**config.mk**
```make
export PLATFORM = sky130hd
export DESIGN_NAME = parity_calc
export DESIGN_NICKNAME = d
export VERILOG_FILES = /design/src/rtl/parity_calc.sv
export SDC_FILE = /design/constraint.sdc
export NUM_CORES = 1
export LEC_CHECK = 0
export BUFFER_PORTS_ARGS = -buffer_cell sky130_fd_sc_hd__clkbuf_2
export CAP_MARGIN = 20
export CORE_MARGIN = 8
export CORE_UTILIZATION = 30
export CTS_BUF_LIST = sky130_fd_sc_hd__clkbuf_4 sky130_fd_sc_hd__clkbuf_8
export DETAILED_ROUTE_END_ITERATION = 6
export HOLD_SLACK_MARGIN = 0.02
export SLEW_MARGIN = 20
export SYNTH_ARGS = -nofsm -noshare
export SYNTH_HDL_FRONTEND = slang
export SYNTH_SLANG_ARGS = --single-unit
```
**constraint.sdc**
```tcl
create_clock -name clk -period 1.5 [get_ports clk]
set_input_delay 0.15 -clock clk [delete_from_list [all_inputs] [get_ports clk]]
set_output_delay 0.15 -clock clk [all_outputs]
set_load 0.005 [all_outputs]
```
**src/rtl/parity_calc.sv**
```systemverilog
`default_nettype none
// ============================================================================
//  Module      : parity_calc
//  Description : Parity generator (combinational) and registered parity
//                checker with a saturating error counter for the UPDI UART
//                byte path.
//  Revision    : 1.0  initial release
// ============================================================================
module parity_calc #(
    parameter int DATA_WIDTH = 8,
    parameter int ODD_PARITY = 0,
    parameter int CNT_WIDTH  = 8
) (
    input  logic                  clk,
    input  logic                  rst_n,
    // transmit-side generator
    input  logic [DATA_WIDTH-1:0] value,
    output logic                  parity,
    // receive-side checker
    input  logic                  chk_valid,
    input  logic [DATA_WIDTH-1:0] chk_data,
    input  logic                  chk_bit,
    output logic                  chk_done,
    output logic                  chk_err,
    output logic [CNT_WIDTH-1:0]  err_cnt,
    input  logic                  err_clr
);

    localparam logic                 c_ODD_BIT = (ODD_PARITY != 0);
    localparam logic [CNT_WIDTH-1:0] c_CNT_MAX = {CNT_WIDTH{1'b1}};
    localparam logic [CNT_WIDTH-1:0] c_CNT_ONE = CNT_WIDTH'(1);

    logic                 w_exp_parity;
    logic                 w_mismatch;

    logic                 chk_done_d, chk_done_q;
    logic                 chk_err_d,  chk_err_q;
    logic [CNT_WIDTH-1:0] err_cnt_d,  err_cnt_q;

    // Reduction XOR passes X/Z straight through, so unknown inputs stay visible.
    assign parity       = (^value) ^ c_ODD_BIT;

    assign w_exp_parity = (^chk_data) ^ c_ODD_BIT;
    assign w_mismatch   = (w_exp_parity != chk_bit);

    always_comb begin
        chk_done_d = chk_valid;
        chk_err_d  = chk_err_q;
        err_cnt_d  = err_cnt_q;

        if (chk_valid) begin
            chk_err_d = w_mismatch;
        end

        // Clear wins over a coincident error; the counter never wraps.
        if (err_clr) begin
            err_cnt_d = '0;
        end else if (chk_valid && w_mismatch && (err_cnt_q != c_CNT_MAX)) begin
            err_cnt_d = err_cnt_q + c_CNT_ONE;
        end
    end

    always_ff @(posedge clk or negedge rst_n) begin
        if (!rst_n) begin
            chk_done_q <= 1'b0;
            chk_err_q  <= 1'b0;
            err_cnt_q  <= '0;
        end else begin
            chk_done_q <= chk_done_d;
            chk_err_q  <= chk_err_d;
            err_cnt_q  <= err_cnt_d;
        end
    end

    assign chk_done = chk_done_q;
    assign chk_err  = chk_err_q;
    assign err_cnt  = err_cnt_q;

endmodule
`default_nettype wire

```
After elaboration in Yosys (flattened, before gate mapping):

Cells that the tools add are included.
Widths: inputs -> output; s select.

* mux-type cells: 2
* $add $sub $neg: 1
* reduce and logical (&&, ||, !) cells: 5
* equal/unequal tests: 2

Operators by type and width (count)
* $mux 8: 2
* $reduce_xor 8->1: 2
* $add 8x1->8 const B: 1
* $ne 8x8->1 const B: 1
* $logic_and 1x1->1: 2
* $reduce_bool 2->1: 1
* $ne 1x1->1: 1

* logic and storage cells: 13
* register bits after elaboration: 10
* output and inout port bits: 11
* bits of input ports: 21

Depth between registers and ports, before layout:

* word-level depth: 6
* gate-level depth with buffers: 6
* gate-level depth less buffers: 5

Worst setup path before layout:

OpenSTA, ideal clock, no wires.

* kind: in2reg
* start: input chk_data[2]
* end: register err_cnt_q[6] (netlist: err_cnt[6])
* stages on the path: 5
* arrival: 1515 ps
* data required time: 1380 ps
* buffers on the path: 0
* path slack: -135 ps
* library setup time: 120 ps
* cell sequence: xnor2_1 -> xnor3_2 -> xnor2_2 -> or4b_1 -> o211a_1

* word-level cells in the longest chain between the ends: 5

Ends and longest elaborated chain
* start, declared: RTL line 21 `input logic [DATA_WIDTH-1:0] chk_data,`
* $reduce_xor 8->1: RTL line 43 `assign w_exp_parity = (^chk_data) ^ c_ODD_BIT;`
* $ne 1x1->1: RTL line 44 `assign w_mismatch = (w_exp_parity != chk_bit);`
* $logic_and 1x1->1 (2 in a row): RTL line 58 `end else if (chk_valid && w_mismatch && (err_cnt_q != c_CNT_MAX)) begin`
* $reduce_bool 2->1 (no source line)
* end signal, assigned: RTL line 71 `err_cnt_q <= err_cnt_d;`
* end, declared: RTL line 38 `logic [CNT_WIDTH-1:0] err_cnt_d, err_cnt_q;`

No other way between the ends.
A chain may end at the register's enable or synchronous reset.

Final worst setup path:

* start: input chk_data[4]
* end: register err_cnt_q[6] (netlist: err_cnt[6])

Same word-level chain as after synthesis.

==> impl_metrics.env <==
export IMPL_use_met3=0.03357
export IMPL_via_per_inst=5.021
export IMPL_syn_nets=89
export IMPL_yosys_warnings=0
export IMPL_finalCriticalPeriod_ns=1.550
export IMPL_r2r_cells=5
export IMPL_cp_top_family="XOR/XNOR gates"
export IMPL_track_usage=0.09296
export IMPL_die_h_microns=63.28
export IMPL_initial_core_util=0.3091
export IMPL_path_class="in2reg"
export IMPL_grt_max_degree=11
export IMPL_rows=17
export IMPL_grt_use_met2=0.1549
export IMPL_drtAntennaViolNets=0
export IMPL_path_clk_slew_ns=0.07
export IMPL_port_buffers=31
export IMPL_timing_rr_start="err_cnt[1]"
export IMPL_drc_errors=0
export IMPL_setup_viol=2
export IMPL_syn_inst=67
export IMPL_cts_htree_levels=1
export IMPL_postPlaceCellArea_sq_um=958.4
export IMPL_dp_hpwl_microns=1445
export IMPL_cp_slowest_stage_delay_ns=0.49
export IMPL_synth_edf_count=0
export IMPL_setup_ws_ns=-0.04992
export IMPL_start_kind="primary input"
export IMPL_firstDrtPassIters=4
export IMPL_hp_start="chk_valid"
export IMPL_ys_seq_elements=10
export IMPL_hold_path_depth=1
export IMPL_layout_drive_gt1_share=0.5478
export IMPL_path_depth=6
export IMPL_hold_path_end="chk_done"
export IMPL_skew_ns=0.003016
export IMPL_fin_area_sq_um=1087
export IMPL_synthToLayoutAreaGrowth_pct=62.13
export IMPL_numClockSinks=10
export IMPL_grt_busiest_layer="met2"
export IMPL_min_period_over_period=1.033
export IMPL_path_max_fanout=9
export IMPL_synth_area_top_cells="dfrtp_1 37%, xnor2_1 14%, o41ai_1 3.9%"
export IMPL_crit_required_ns=1.66
export IMPL_dr_total_vias=718
export IMPL_fill_cells=203
export IMPL_io_pins=32
export IMPL_worstPathArrival_ns=1.71
export IMPL_drt_iter0_markers=6
export IMPL_slew_violations=0
export IMPL_hold_path_class="in2reg"
export IMPL_grt_pass1_wl_microns=3153
export IMPL_slew_headroom=0.7241
export IMPL_synthMostInstantiatedCell="xnor2_1"
export IMPL_critPathCaptureType="register"
export IMPL_status="finished with violations"
export IMPL_core_area_sq_um=2170
export IMPL_path_cells="clkbuf_2 > xnor2_2 > xnor3_2 > xnor2_4 > or4b_1 > o211a_1"
export IMPL_rsz0062_at_grt="true"
export IMPL_ir_drop_mv=0.4392
export IMPL_n_antenna_cell=0
export IMPL_synth_top_area_frac=0.3731
export IMPL_synthTopCellsByCount="11 x xnor2_1, 10 x dfrtp_1, 6 x nand2_1, 4 x inv_1, 4 x nand3_1"
export IMPL_path_buf_inv=1
export IMPL_powerDensity_nw_per_um2=814.6
export IMPL_synthFlopType="dfrtp_1"
export IMPL_grt_pass1_vias=725
export IMPL_yosysSeqAreaShare=0.3731
export IMPL_yosysTopAreaCell="dfrtp_1"
export IMPL_fmax_mhz=645.2
export IMPL_wire_per_inst_microns=13.46
export IMPL_r2r_end="err_cnt[6]"
export IMPL_ys_types=29
export IMPL_setup_tns_ns=-0.07649
export IMPL_die_w_microns=63.28
export IMPL_cts_buffer_depth=2
export IMPL_cts_root_buffer="clkbuf_4"
export IMPL_maxCapViolCount=0
export IMPL_fin_nets=139
export IMPL_grt_overflow=0
export IMPL_worst_pin_slew_ns=0.4109
export IMPL_failed_checks="negative setup slack"
export IMPL_finalHoldViolCount=0
export IMPL_antenna_found_initial=0
export IMPL_worstSkewPairLatency_ns=0.27
export IMPL_die_area_sq_um=4004
export IMPL_leakagePower_nw=0.5240
export IMPL_critPathSlowestCell="or4b_1"
export IMPL_wl_microns=1925
export IMPL_cts_tree="yes"
export IMPL_cts_inserted_buffers=3
export IMPL_synth_area_sq_um=670.6
export IMPL_r2r_slack_ns=-0.05
export IMPL_async_reset_ff_frac=1.000
export IMPL_use_met1=0.1066
export IMPL_place_congestion=0.7973
export IMPL_syn_area_per_cell_sq_um=10.01
[through the flow]
step	hold WS (ns)	power (mW)	setup slack [ns]	cells	util
final	0.03599	0.8857	-0.04992	143	0.5012
after global placement	0.03530	0.6367	-0.2756	136	0.4418
after CTS	0.02804	0.8704	-0.03462	143	0.4804
after global routing	0.03637	0.9435	-0.09157	143	0.5012
after detailed placement	0.03953	0.6413	-0.3233	136	0.4418
after floorplan	-0.1456	0.4905	-0.09989	67	-
[final cells by class]
class                      instances  area, sq um  area share
multi-input combinational         52        490.5      0.4511
timing repair buffer              46        274.0      0.2520
sequential                        10        250.2      0.2302
tap                               28        35.03     0.03222
clock buffer                       3        22.52     0.02071
inverter                           4        15.01     0.01381
[timing repair]
item | in CTS | in global routing
pin swaps | 2 | 3
hold endpoints to repair | 10 | 0
gates resized for setup | 3 | 9
setup buffers | 3 | 0
hold buffers | 1 | 0
setup endpoints to repair | 2 | 6
[sequential cells by signal (all words and copies together) (netlist names)]
| signal | cells |
|---|---|
| err_cnt | 8 |
| chk_err | 1 |
| chk_done | 1 |
[logic make-up after synthesis]
family / Yosys count / synth area share
AO/OA/AOI/OAI: 15 / 0.1735
buffers and inverters: 5 / 0.03358
AND/OR/NAND/NOR: 21 / 0.1698
XOR/XNOR: 14 / 0.2164
flip-flops: 10 / 0.3731
adder cells (fa/ha/maj): 1 / 0.01865
multiplexers: 1 / 0.01493
[power breakdown]
part | internal (mW) | leakage [nW] | switching (mW)
registers | 0.290 | 0.135 | 0.0146
logic | 0.209 | 0.375 | 0.182
clock network | 0.0928 | 0.0138 | 0.0975
total | 0.592 | 0.524 | 0.294
[per-layer routing]
layer / routed length [microns] / vias up
met2: 887 / 24
met1: 890 / 345
met4: 20 / 0
met5: 0 / -
met3: 127 / 2
li1: - / 347
[how the worst max path moves through the flow]
stage / from / end / slack [ns]
floorplan: err_cnt[0] / err_cnt[6] / -0.1
global placement: chk_data[4] / err_cnt[6] / -0.28
detailed placement: chk_data[4] / err_cnt[6] / -0.32
CTS: err_cnt[0] / err_cnt[6] / -0.03
global route: err_cnt[1] / err_cnt[6] / -0.09
finish: chk_data[4] / err_cnt[6] / -0.05
[placed cells by master, fill, tap and decap left out, drive strengths merged, types with 2 or more instances in the layout]
master | synthesis | layout
xnor2 | 12 | 12
inv | 4 | 4
nand3 | 4 | 4
or2 | 2 | 2
o311ai | 2 | 2
nand2 | 6 | 6
o21bai | 2 | 2
buf | 1 | 14
dfrtp | 10 | 10
o41ai | 3 | 3
clkbuf | 0 | 34
nor2 | 2 | 2
a21oi | 2 | 2
o31ai | 2 | 2
Power figures use the tool's default switching activity.
